**src/rtl/dmem_arbiter.sv**
```systemverilog
// Two-master arbiter in front of a single-port data memory.
// Port 0 is the CPU load/store path and port 1 is a secondary master
// (loader / debug DMA). Ownership is round-robin, and each tenure is bounded
// by MAX_HOLD cycles while the other port waits, so neither master starves.
// Read data is registered per port and qualified by a one-cycle valid strobe.
//
// Request/grant handshake: reqN is a level that the master holds, together
// with wrN/addrN/wdataN, until it sees gntN. gntN comes from a register, so
// the earliest access is the cycle after req rises from idle. Every cycle in
// which gntN and reqN are both high performs exactly one memory access. A
// read performed in cycle t returns rdataN with rvalidN high in cycle t+1.
// A write produces no rvalid.
module dmem_arbiter #(
    parameter int DATA_BIT_WIDTH = 32,
    parameter int MAX_HOLD       = 4,
    parameter int HOLD_BITS      = 3
) (
    input  logic                      clk,
    input  logic                      reset,
    input  logic                      req0,
    input  logic                      wr0,
    input  logic [DATA_BIT_WIDTH-1:0] addr0,
    input  logic [DATA_BIT_WIDTH-1:0] wdata0,
    output logic                      gnt0,
    output logic                      rvalid0,
    output logic [DATA_BIT_WIDTH-1:0] rdata0,
    input  logic                      req1,
    input  logic                      wr1,
    input  logic [DATA_BIT_WIDTH-1:0] addr1,
    input  logic [DATA_BIT_WIDTH-1:0] wdata1,
    output logic                      gnt1,
    output logic                      rvalid1,
    output logic [DATA_BIT_WIDTH-1:0] rdata1,
    output logic                      memWr,
    output logic [DATA_BIT_WIDTH-1:0] memAddr,
    output logic [DATA_BIT_WIDTH-1:0] memDin,
    input  logic [DATA_BIT_WIDTH-1:0] memDout,
    output logic [1:0]                dbg_state
);

    typedef enum logic [1:0] {
        ST_IDLE = 2'd0,
        ST_OWN0 = 2'd1,
        ST_OWN1 = 2'd2
    } state_t;

    // Last tenure count at which a contended owner must hand over.
    localparam logic [HOLD_BITS-1:0] HOLD_LAST = HOLD_BITS'(MAX_HOLD - 1);

    state_t                      state_q, state_d;
    logic [HOLD_BITS-1:0]        hold_q, hold_d;
    logic                        last_q, last_d;
    logic                        rvalid0_q, rvalid1_q;
    logic [DATA_BIT_WIDTH-1:0]   rdata0_q, rdata1_q;
    logic                        acc0, acc1;

    // A port accesses memory only when it owns the bus and still requests;
    // reset suppresses any access in the cycle it is asserted.
    assign acc0 = (state_q == ST_OWN0) && req0 && !reset;
    assign acc1 = (state_q == ST_OWN1) && req1 && !reset;

    assign gnt0      = (state_q == ST_OWN0);
    assign gnt1      = (state_q == ST_OWN1);
    assign rvalid0   = rvalid0_q;
    assign rvalid1   = rvalid1_q;
    assign rdata0    = rdata0_q;
    assign rdata1    = rdata1_q;
    assign dbg_state = state_q;

    // Memory port mux: the accessing port drives the memory, otherwise all zero.
    always_comb begin
        memWr   = 1'b0;
        memAddr = '0;
        memDin  = '0;
        if (acc0) begin
            memWr   = wr0;
            memAddr = addr0;
            memDin  = wdata0;
        end else if (acc1) begin
            memWr   = wr1;
            memAddr = addr1;
            memDin  = wdata1;
        end
    end

    // Next-state logic: round-robin entry from idle, bounded tenure when contended.
    always_comb begin
        state_d = state_q;
        hold_d  = hold_q;
        last_d  = last_q;
        case (state_q)
            ST_IDLE: begin
                if (req0 && (!req1 || last_q)) begin
                    state_d = ST_OWN0;
                    hold_d  = '0;
                    last_d  = 1'b0;
                end else if (req1) begin
                    state_d = ST_OWN1;
                    hold_d  = '0;
                    last_d  = 1'b1;
                end
            end
            ST_OWN0: begin
                if (req0 && (!req1 || (hold_q < HOLD_LAST))) begin
                    // Stay; the counter saturates while the other port is quiet.
                    if (hold_q < HOLD_LAST) begin
                        hold_d = hold_q + HOLD_BITS'(1);
                    end
                end else if (req1) begin
                    state_d = ST_OWN1;
                    hold_d  = '0;
                    last_d  = 1'b1;
                end else begin
                    state_d = ST_IDLE;
                end
            end
            ST_OWN1: begin
                if (req1 && (!req0 || (hold_q < HOLD_LAST))) begin
                    if (hold_q < HOLD_LAST) begin
                        hold_d = hold_q + HOLD_BITS'(1);
                    end
                end else if (req0) begin
                    state_d = ST_OWN0;
                    hold_d  = '0;
                    last_d  = 1'b0;
                end else begin
                    state_d = ST_IDLE;
                end
            end
            default: begin
                state_d = ST_IDLE;
            end
        endcase
    end

    // State registers; port 0 wins the first tie after reset.
    always_ff @(posedge clk) begin
        if (reset) begin
            state_q <= ST_IDLE;
            hold_q  <= '0;
            last_q  <= 1'b1;
        end else begin
            state_q <= state_d;
            hold_q  <= hold_d;
            last_q  <= last_d;
        end
    end

    // Per-port read return: capture memory data at the end of a read access.
    always_ff @(posedge clk) begin
        if (reset) begin
            rvalid0_q <= 1'b0;
            rvalid1_q <= 1'b0;
            rdata0_q  <= '0;
            rdata1_q  <= '0;
        end else begin
            rvalid0_q <= acc0 && !wr0;
            rvalid1_q <= acc1 && !wr1;
            if (acc0 && !wr0) begin
                rdata0_q <= memDout;
            end
            if (acc1 && !wr1) begin
                rdata1_q <= memDout;
            end
        end
    end

endmodule
```
**config.mk**
```make
export PLATFORM = sky130hd
export DESIGN_NAME = dmem_arbiter
export DESIGN_NICKNAME = d
export VERILOG_FILES = /design/src/rtl/dmem_arbiter.sv
export SDC_FILE = /design/constraint.sdc
export NUM_CORES = 1
export LEC_CHECK = 0
export ABC_AREA = 1
export BUFFER_PORTS_ARGS = -buffer_cell sky130_fd_sc_hd__buf_4
export CAP_MARGIN = 15
export CELL_PAD_IN_SITES_DETAIL_PLACEMENT = 0
export CELL_PAD_IN_SITES_GLOBAL_PLACEMENT = 1
export CORE_AREA = 2 2 123 125
export DETAILED_ROUTE_END_ITERATION = 10
export DIE_AREA = 0 0 125 127
export HOLD_SLACK_MARGIN = 0.08
export PLACE_DENSITY = 0.9
export SLEW_MARGIN = 20
export SYNTH_ARGS = -nofsm -noshare
export SYNTH_HDL_FRONTEND = slang
export SYNTH_SLANG_ARGS = --single-unit
```
**constraint.sdc**
```tcl
create_clock -name clk -period 2.8 [get_ports clk]
set_input_delay 0.14 -clock clk [delete_from_list [all_inputs] [get_ports clk]]
set_output_delay 0.14 -clock clk [all_outputs]
set_load 0.05 [all_outputs]
```
==> summary.txt, run 1 <==
Worst setup path
  – Worst Path Buf+Inv: 3
  – Critical-path top delay cell: buf_4
  – R2R depth: 6
  – CP delay by family, top: buffers and inverters
  – Max incr delay on CP: 0.52 ns
  – CP cell instances: inv_1 -> ha_1 -> nand3_2 -> buf_4 -> o21ai_0 -> buf_4
  – CP Class: flip-flop to primary output
  – R2r endpoint: rdata0[17]
  – Critical Path Fanout Max: 65
  – Arr. time, crit path: 2.26 ns
  – Worst R2R Start: dbg_state[1]
  – Critical Path RT: 2.66 ns
  – Reg2Reg Setup Slack: 0.92 ns
  – Critical Path Source Type: flip-flop
  – CP Capture Type: primary output
  – CP dominant cell by count: buf_4

GRT
  – Largest net degree at the start of global routing: 69
  – Vias in the first global route: 4543
  – Initial antenna violation count: 0
  – Tot GR Track Use: 0.176
  – GRT overflow: 0
  – First-pass GRT wire length: 23.2 mm

Route
  – Max layer used: met4
  – Detail Route Antenna Nets: 0
  – 1st-iter DRT viols: 183
  – Met3 Wirelength: 1.36 mm
  – Average wire per standard cell: 13.6 um
  – Drc violations: 0
  – 1st-pass router iterations: 4
  – Met1 WL: 6.02 mm
  – Final WL: 14.8 mm
  – Metal2 WL: 7.27 mm
  – Vias per inst: 4.43
  – Via count: 4818

Pwr
  – Switching Share: 0.436
  – Pwr Total: 0.00428 W
  – Sequential share of power: 0.278
  – Comb pwr share: 0.472
  – Pwr/cell area: 631 nW/um^2
  – Cell Int Power: 0.00241 W
  – Leakage: 3.37 nW
  – VDD IR-drop max: 0.392 mV
  – Clk pwr share: 0.251
  – Switching power: 0.00187 W

STA
  – Fmax: 0.417 GHz
  – Final Hold Vio Count: 0
  – Final slew viol count: 0
  – Setup Skew: 0.00764 ns
  – Tmin final: 2.40 ns
  – Final period util: 0.856
  – Worst Max-Slew Pin Slew: 0.711 ns
  – Worst slew margin: 0.526
  – RSZ-0062 raised after global routing: false
  – Final setup vio count: 0

Clock network
  – Clk slew on worst S/H paths: 0.06 ns
  – CTS H-Tree Depth: 3
  – CTS sink count: 72
  – CTS Buf Count: 9
  – Post_cts resized: 0
  – Latest clock arrival within the worst-skew pair: 0.33 ns
  – Largest buffer count on any clock path: 2
  – CTS tree: built
  – CTS root buffer: clkbuf_16

Yosys
  – Top post-synthesis cells by area: dfxtp_1 38%, nand2_1 16%, o21ai_0 9.9%, nand3_1 8.7%, inv_1 7.6%
  – Synth top area share: 0.376
  – Synth Net Count: 763
  – Post-synth EDFFs: 0
  – Post-Syn Area: 3830 sq um
  – Ys flop type: dfxtp_1
  – Synth cell types: 23
  – Post-synthesis sequential area ratio: 0.376
  – Synth warn: 0
  – Cell count after synthesis: 592
  – Flop and latch count out of synthesis: 72
  – FFs w/ async S/R, synth: 0
  – Synth area leader: dfxtp_1
  – Synth Area per Inst: 6.48 sq um

Job
  – MaxCap Viol Count: 0

Layout
  – Area grow syn2layout: 76.9%
  – Layout cells sized above 1: 0.365
  – Most frequent cells in the layout: 302 x buf_4, 167 x nand2_1, 78 x inv_1
  – Fill cells: 1468
  – N_diodes: 0
  – Fin nets: 1070
  – Non-filler cells, final: 1088
  – Commonest non-fill, non-tap cell in the layout: buf_4

Die
  – Die ar.: 15900 sq um
  – Standard-cell rows: 44
  – Core ar.: 14400 sq um
  – Die W: 125 um
  – Die Ht: 127 um
  – IO Pins: 301
  – Initial Util: 0.266

Worst hold path
  – Worst hold start: wr0
  – Worst hold path depth: 3
  – Worst min-delay path category: input port to flip-flop
  – Worst Hold End: rdata0[10]

Placed design
  – Hpwl dp: 10.9 mm
  – Final estimated routing congestion in global placement: 0.776
  – Port-buffer cells: 300
  – Inst Count DP: 1039

Outcome
  – Status: finished clean
-- per-stage QoR --
step                      instance area [sq um]  setup WS [ns]  hold slack, ns  setup TNS, ns  utilization
final                                      6780          0.402           0.163              0        0.470
after global routing                       6780          0.254           0.163              0        0.470
after CTS                                  6780          0.403           0.148              0        0.470
after detailed placement                   6170          0.779           0.356              0        0.428
after global placement                     6170          0.851           0.348              0        0.428
after floorplan                            3830         -0.331           0.209          -7.47            -
-- flip-flops by register name, indices dropped and copies added, names as in the netlist --
signal / flops
last_q: 1
dbg_state: 2
rdata0: 32
hold_q: 3
rvalid0: 1
rvalid1: 1
rdata1: 32
-- worst reg2reg max path, stage by stage, from the launching register on --
cell     delay (ns)
dfxtp_1        0.34
inv_1          0.10
ha_1           0.35
nand3_2        0.16
nor2_4         0.41
buf_12         0.28
o21ai_0        0.13
-- worst max-delay path by stage --
| stage | cells after the start | slack, ns | end | from |
|---|---|---|---|---|
| 3_5_place_dp | 6 | 0.78 | memAddr[18] | dbg_state[1] |
| 6_report | 6 | 0.40 | memDin[29] | dbg_state[1] |
| 5_1_grt | 6 | 0.25 | memDin[26] | dbg_state[1] |
| 2_1_floorplan | 6 | -0.33 | memAddr[22] | dbg_state[0] |
| 3_3_place_gp | 6 | 0.85 | memAddr[31] | dbg_state[1] |
| 4_1_cts | 6 | 0.40 | memDin[29] | dbg_state[1] |
-- kinds of logic after synthesis --
kind of cell / share of synthesized area
AO/OA/AOI/OAI: 0.191
adder cells (fa/ha/maj): 0.0163
buffers and inverters: 0.147
flip-flops: 0.376
AND/OR/NAND/NOR: 0.270
-- Yosys cell counts (all sizes together) (5+ instances only) --
library cell	instances
clkbuf	11
buf	32
nor2	6
nand3	68
nand2	169
a21oi	8
inv	80
dfxtp	72
o21ai	133
ha	5
-- power groups by stage --
stage,sequential (W),clock (W),combinational (W)
2_1_floorplan,0.00147,0,0.00107
3_3_place_gp,0.00121,0,0.00198
3_5_place_dp,0.00121,0,0.00198
4_1_cts,0.00119,0.00110,0.00202
5_1_grt,0.00120,0.00115,0.00217
6_report,0.00119,0.00107,0.00202
-- layout make-up --
| class | instances | area, sq um | share of cell area |
|---|---|---|---|
| clock buffer | 10 | 239 | 0.0352 |
| clock inverter | 6 | 43.8 | 0.00646 |
| inverter | 80 | 300 | 0.0443 |
| multi-input combinational | 397 | 1850 | 0.273 |
| sequential | 72 | 1440 | 0.212 |
| tap | 184 | 230 | 0.0339 |
| timing repair buffer | 339 | 2680 | 0.395 |
-- what timing repair did --
item | CTS | global route
buffers inserted | 0 | 0
hold buffers | 33 | 0
hold endpoints to repair | 66 | 0
-- layer usage --
layer  vias up  global-route usage
met3        10              0.0599
met1      2115               0.218
met4         0              0.0346
met2       187               0.302
met5         -                   0
li1       2506                   -
(Power assumes the default switching activity.)
==> run 2: changes to the inputs <==
--- a/config.mk
+++ b/config.mk
@@ -15,6 +15,7 @@
 export DIE_AREA = 0 0 125 127
 export HOLD_SLACK_MARGIN = 0.08
 export PLACE_DENSITY = 0.9
+export RECOVER_POWER = 50
 export SLEW_MARGIN = 20
 export SYNTH_ARGS = -nofsm -noshare
 export SYNTH_HDL_FRONTEND = slang
==> summary.txt, run 2 (synthesis results as in run 1) <==
Outcome
  – Status: finished clean

Layout
  – Commonest non-fill, non-tap cell in the layout: buf_4
  – Layout cells sized above 1: 0.287 (-0.0785)
  – Fin nets: 1070 (unchanged)
  – Area grow syn2layout: 69.6%
  – Non-filler cells, final: 1088 (unchanged)
  – Fin util: 0.451 (-0.0194)
  – Most frequent cells in the layout: 232 x buf_4, 168 x nand2_1, 78 x inv_1, 78 x o21ai_0, 72 x dfxtp_1
  – Multi-input logic area: 1850 sq um (-0.14%)
  – Register area: 1440 sq um (unchanged)
  – Fill cells: 1556 (+6.0%)
  – N_diodes: 0 (unchanged)

STA
  – Setup Skew: 0.00740 ns (-0.000242 ns)
  – RSZ-0062 raised after global routing: false
  – Final slew viol count: 0 (unchanged)
  – Final hold slack: 0.165 ns (+0.00235 ns)
  – Final Hold Vio Count: 0 (unchanged)
  – Worst Max-Slew Pin Slew: 1.13 ns (+0.417 ns)
  – Fin Setup TNS: 0 ns (unchanged)
  – Tmin final: 2.40 ns (+0.00624 ns)
  – Final period util: 0.859 (+0.00223)
  – Fmax: 0.416 GHz (-0.26%)
  – Worst slew margin: 0.248 (-0.278)
  – Final setup vio count: 0 (unchanged)

GRT
  – GRT overflow: 0 (unchanged)
  – Largest net degree at the start of global routing: 69 (unchanged)
  – First-pass GRT wire length: 23.2 mm (unchanged)
  – Initial antenna violation count: 0 (unchanged)
  – Tot GR Track Use: 0.176 (unchanged)
  – Vias in the first global route: 4543 (unchanged)

Clock network
  – Post_cts resized: 0 (unchanged)
  – Latest clock arrival within the worst-skew pair: 0.33 ns (about the same)
  – CTS Buf Count: 9 (unchanged)
  – Largest buffer count on any clock path: 2 (unchanged)
  – CTS sink count: 72 (unchanged)
  – CTS tree: built
  – CTS H-Tree Depth: 3 (unchanged)
  – CTS root buffer: clkbuf_16
  – Clk slew on worst S/H paths: 0.06 ns (about the same)

Pwr
  – Pwr Total: 0.00419 W (-2.0%)
  – VDD IR-drop max: 0.387 mV (-1.4%)
  – Comb pwr share: 0.461 (-0.011)
  – Switching power: 0.00186 W (-0.29%)
  – Clk pwr share: 0.256 (+0.005)
  – Pwr/cell area: 645 nW/um^2 (+2.2%)
  – Switching Share: 0.444 (+0.00775)
  – Cell Int Power: 0.00233 W (-3.4%)
  – Leakage: 3.07 nW (-9.1%)
  – Sequential share of power: 0.283 (+0.005)

Die
  – Die ar.: 15900 sq um (unchanged)
  – Core ar.: 14400 sq um (unchanged)
  – Initial Util: 0.266 (unchanged)
  – IO Pins: 301 (unchanged)
  – Standard-cell rows: 44 (unchanged)
  – Die W: 125 um (unchanged)
  – Die Ht: 127 um (unchanged)

Worst setup path
  – Arr. time, crit path: 2.26 ns (about the same)
  – Critical Path Fanout Max: 65 (unchanged)
  – Worst R2R Start: dbg_state[0]
  – CP Capture Type: primary output
  – Critical Path RT: 2.66 ns (about the same)
  – Reg2Reg Setup Slack: 0.55 ns (-0.37 ns)
  – R2r endpoint: rdata1[14]
  – CP Class: flip-flop to primary output
  – R2R depth: 6 (unchanged)
  – Critical Path Source Type: flip-flop

Route
  – Via count: 4804 (-0.29%)
  – Met1 WL: 6.20 mm (+3.1%)
  – Met3 Wirelength: 1.26 mm (-7.8%)
  – Metal2 WL: 7.23 mm (-0.54%)
  – Drc violations: 0 (unchanged)
  – Detail Route Antenna Nets: 0 (unchanged)
  – Final WL: 14.8 mm (+0.15%)
  – Average wire per standard cell: 13.6 um (+0.15%)
  – Max layer used: met4
  – 1st-pass router iterations: 4 (unchanged)
  – Vias per inst: 4.42 (-0.29%)
  – 1st-iter DRT viols: 172 (-6.0%)

Placed design
  – Final estimated routing congestion in global placement: 0.776 (unchanged)
  – Inst Count DP: 1039 (unchanged)
  – Hpwl dp: 10.9 mm (unchanged)
  – Port-buffer cells: 300 (unchanged)

Job
  – MaxCap Viol Count: 0 (unchanged)

Worst hold path
  – Worst Hold End: rdata0[2]
  – Worst hold path depth: 3 (unchanged)
  – Worst min-delay path category: input port to flip-flop
  – Worst hold start: wr0
[run 2: worst max path at each step]
| stage | cells past startpoint | from | endpoint | slack (ns) |
|---|---|---|---|---|
| final | 6 | dbg_state[1] | memDin[29] | 0.40 |
| after detailed placement | 6 | dbg_state[1] | memAddr[18] | 0.78 |
| after global placement | 6 | dbg_state[1] | memAddr[31] | 0.85 |
| after floorplan | 6 | dbg_state[0] | memAddr[22] | -0.33 |
| after CTS | 6 | dbg_state[1] | memDin[29] | 0.40 |
| after global routing | 6 | dbg_state[0] | rdata1[14] | 0.22 |
[run 2: power by group through the flow]
stage                     logic, W  registers, W  clock network, W
after global placement     0.00198       0.00121                 0
after global routing       0.00208       0.00120           0.00115
after CTS                  0.00202       0.00119           0.00110
after floorplan            0.00107       0.00147                 0
after detailed placement   0.00198       0.00121                 0
final                      0.00193       0.00119           0.00107
[run 2: worst max-delay path, stage by stage, from the launching register on]
cell and delay, ns:
dfxtp_1 0.38, inv_1 0.09, ha_1 0.30, nand3_2 0.15
buf_4 0.53, o21ai_0 0.21, buf_4 0.23
[run 2: what timing repair did]
item | 4_1_cts | 5_1_grt
hold buffers | 33 | 0
hold endpoints to repair | 66 | 0
buffers inserted | 0 | 0
[run 2: layer usage]
metal	vias up	global-route usage
met5	-	0
met4	0	0.0346
met3	9	0.0599
met2	188	0.302
met1	2104	0.218
li1	2503	-
[run 2: cell type report]
cell class              count  share of cell area
multi-input cells         397               0.284
flip-flops and latches     72               0.222
clock inverters             6             0.00673
inverters                  80              0.0462
repair buffers            339               0.369
well taps                 184              0.0354
clock buffers              10              0.0367
[run 2: per-stage QoR]
| step | area (sq um) | setup WS (ns) |
|---|---|---|
| floorplan | 3830 | -0.331 |
| detailed placement | 6170 | 0.779 |
| finish | 6500 | 0.396 |
| global route | 6500 | 0.223 |
| CTS | 6780 | 0.403 |
| global placement | 6170 | 0.851 |
==> run 3: changes to the inputs <==
--- a/config.mk
+++ b/config.mk
@@ -10,11 +10,12 @@
 export CAP_MARGIN = 15
 export CELL_PAD_IN_SITES_DETAIL_PLACEMENT = 0
 export CELL_PAD_IN_SITES_GLOBAL_PLACEMENT = 1
-export CORE_AREA = 2 2 123 125
+export CORE_AREA = 2 2 121 123
+export CTS_BUF_LIST = sky130_fd_sc_hd__clkbuf_4 sky130_fd_sc_hd__clkbuf_8
 export DETAILED_ROUTE_END_ITERATION = 10
-export DIE_AREA = 0 0 125 127
+export DIE_AREA = 0 0 123 125
 export HOLD_SLACK_MARGIN = 0.08
-export PLACE_DENSITY = 0.9
+export PLACE_DENSITY = 0.93
 export RECOVER_POWER = 50
 export SLEW_MARGIN = 20
 export SYNTH_ARGS = -nofsm -noshare
==> summary.txt, run 3 (synthesis results as in run 1) <==
Outcome
  – Status: finished clean

Die
  – Core ar.: 14200 sq um (-1.5%)
  – Die ar.: 15400 sq um (-3.1%)
  – Die Ht: 125 um (-1.6%)
  – IO Pins: 301 (unchanged)
  – Die W: 123 um (-1.6%)
  – Initial Util: 0.270 (+0.00412)
  – Standard-cell rows: 44 (unchanged)

Clock network
  – CTS H-Tree Depth: 3 (unchanged)
  – CTS Buf Count: 9 (unchanged)
  – Post-CTS Setup Bufs: 0 (unchanged)
  – Clk slew on worst S/H paths: 0.08 ns (+0.02 ns)
  – CTS tree: built
  – Latest clock arrival within the worst-skew pair: 0.34 ns (about the same)
  – Largest buffer count on any clock path: 2 (unchanged)
  – CTS sink count: 72 (unchanged)
  – CTS root buffer: clkbuf_8

Worst setup path
  – CP Class: flip-flop to primary output
  – Critical Path Fanout Max: 21 (-68%)
  – CP dominant cell by count: buf_4
  – CP delay by family, top: simple AND/OR/NAND/NOR gates
  – Critical Path RT: 2.66 ns (about the same)
  – Max incr delay on CP: 0.46 ns (-0.07 ns)
  – CP cell instances: inv_1 -> ha_1 -> nand2_1 -> nor2_4 -> buf_4 -> nand3_1 -> o21ai_0 -> buf_4
  – Arr. time, crit path: 2.39 ns (+0.13 ns)
  – Reg2Reg Setup Slack: 0.47 ns (-0.08 ns)
  – CP Capture Type: primary output
  – Critical-path top delay cell: nor2_4
  – Worst Path Buf+Inv: 3 (unchanged)
  – Critical Path Source Type: flip-flop

Job
  – MaxCap Viol Count: 0 (unchanged)

STA
  – Worst Max-Slew Pin Slew: 1.22 ns (+0.0920 ns)
  – Fmax: 0.396 GHz (-4.8%)
  – Final period util: 0.902 (+0.0434)
  – Final slew viol count: 0 (unchanged)
  – Final Hold Vio Count: 0 (unchanged)
  – Final setup vio count: 0 (unchanged)
  – Worst slew margin: 0.186 (-0.0613)
  – Final hold slack: 0.204 ns (+0.0388 ns)
  – Fin Setup TNS: 0 ns (unchanged)
  – Setup Skew: 0.00666 ns (-0.000738 ns)
  – Tmin final: 2.53 ns (+0.121 ns)
  – RSZ-0062 raised after global routing: false

Worst hold path
  – Worst min-delay path category: input port to flip-flop

Route
  – 1st-pass router iterations: 4 (unchanged)
  – Final WL: 14.8 mm (about the same)
  – Vias per inst: 4.46 (+0.93%)
  – Drc violations: 0 (unchanged)
  – Average wire per standard cell: 13.5 um (-1.1%)
  – Via count: 4902 (+2.0%)
  – 1st-iter DRT viols: 231 (+34%)
  – Detail Route Antenna Nets: 0 (unchanged)

Layout
  – Fill cells: 1543 (-0.84%)
  – Fin nets: 1081 (+1.0%)
  – Layout cells sized above 1: 0.293 (+0.00639)
  – Commonest non-fill, non-tap cell in the layout: buf_4
  – Most frequent cells in the layout: 243 x buf_4, 168 x nand2_1, 78 x inv_1
  – Area grow syn2layout: 70.1%
  – Multi-input logic area: 1840 sq um (-0.68%)
  – Register area: 1440 sq um (unchanged)

GRT
  – First-pass GRT wire length: 22.4 mm (-3.4%)
  – GRT overflow: 0 (unchanged)
  – Largest net degree at the start of global routing: 69 (unchanged)
  – Initial antenna violation count: 1 (+1)
  – Tot GR Track Use: 0.182 (+0.00565)
  – Vias in the first global route: 4460 (-1.8%)

Pwr
  – VDD IR-drop max: 0.439 mV (+13%)
  – Pwr/cell area: 626 nW/um^2 (-2.9%)
  – Leakage: 3.10 nW (+1.1%)

Placed design
  – Port-buffer cells: 300 (unchanged)
  – Final estimated routing congestion in global placement: 0.848 (+9.2%)
  – Hpwl dp: 11.2 mm (+3.0%)
## run 3: changes by cell type in the layout (fill, tap and decap cells not counted), moves of 2 or more
cell       before  now
clkbuf_16       9    0
o21ai_1        55   58
bufinv_16       0    2
o21ai_0        78   75
buf_4         232  243
clkbuf_8        1   11
## run 3: worst register-to-register path: stages (launching register included)
cell	delay, ns
dfxtp_1	0.34
inv_1	0.11
ha_1	0.22
nand2_1	0.16
nor3_4	0.14
clkbuf_2	0.92
nand2_1	0.21
o21ai_0	0.12
## run 3: worst paths after layout
check | from | endpoint | depth (start not counted)
setup / recovery | dbg_state[0] | memDin[19] | 8
hold / removal | req0 | hold_q[2] | 4
setup reg to reg | dbg_state[0] | rdata1[14] | 7
hold reg to reg | rdata0[27] | rdata0[27] | 2
## run 3: stage by stage
| step | total power, W | area, sq um | cells | setup slack, ns | util |
|---|---|---|---|---|---|
| 2_1_floorplan | 0.00254 | 3830 | 592 | -0.331 | - |
| 3_3_place_gp | 0.00322 | 6240 | 1050 | 0.762 | 0.439 |
| 3_5_place_dp | 0.00322 | 6240 | 1050 | 0.677 | 0.439 |
| 4_1_cts | 0.00420 | 6800 | 1099 | 0.291 | 0.479 |
| 5_1_grt | 0.00433 | 6520 | 1099 | 0.0480 | 0.459 |
| 6_report | 0.00408 | 6520 | 1100 | 0.275 | 0.459 |
## run 3: area by class of cell
cell class	instances	share of cell area
multi-input combinational	397	0.282
timing repair buffer	350	0.381
tap	184	0.0353
clock buffer	11	0.0232
sequential	72	0.221
clock inverter	5	0.0121
antenna	1	0.000384
inverter	80	0.0460
## run 3: where the power goes
group / internal (W) / switching, W
combinational: 0.000613 / 0.00135
clock: 0.000549 / 0.000387
sequential: 0.00112 / 0.0000641
## run 3: timing repair
| item | CTS | global route |
|---|---|---|
| endpoints found under the hold margin | 66 | 0 |
| hold buffers | 33 | 0 |
| gates resized for setup | 0 | 0 |
## run 3: per-layer routing
metal  GRT usage  wire, um  up-vias
met3      0.0593      1480       10
met5           0         0        -
met4      0.0461       120        0
li1            -         -     2533
met1       0.222      6120     2172
met2       0.308      7080      187
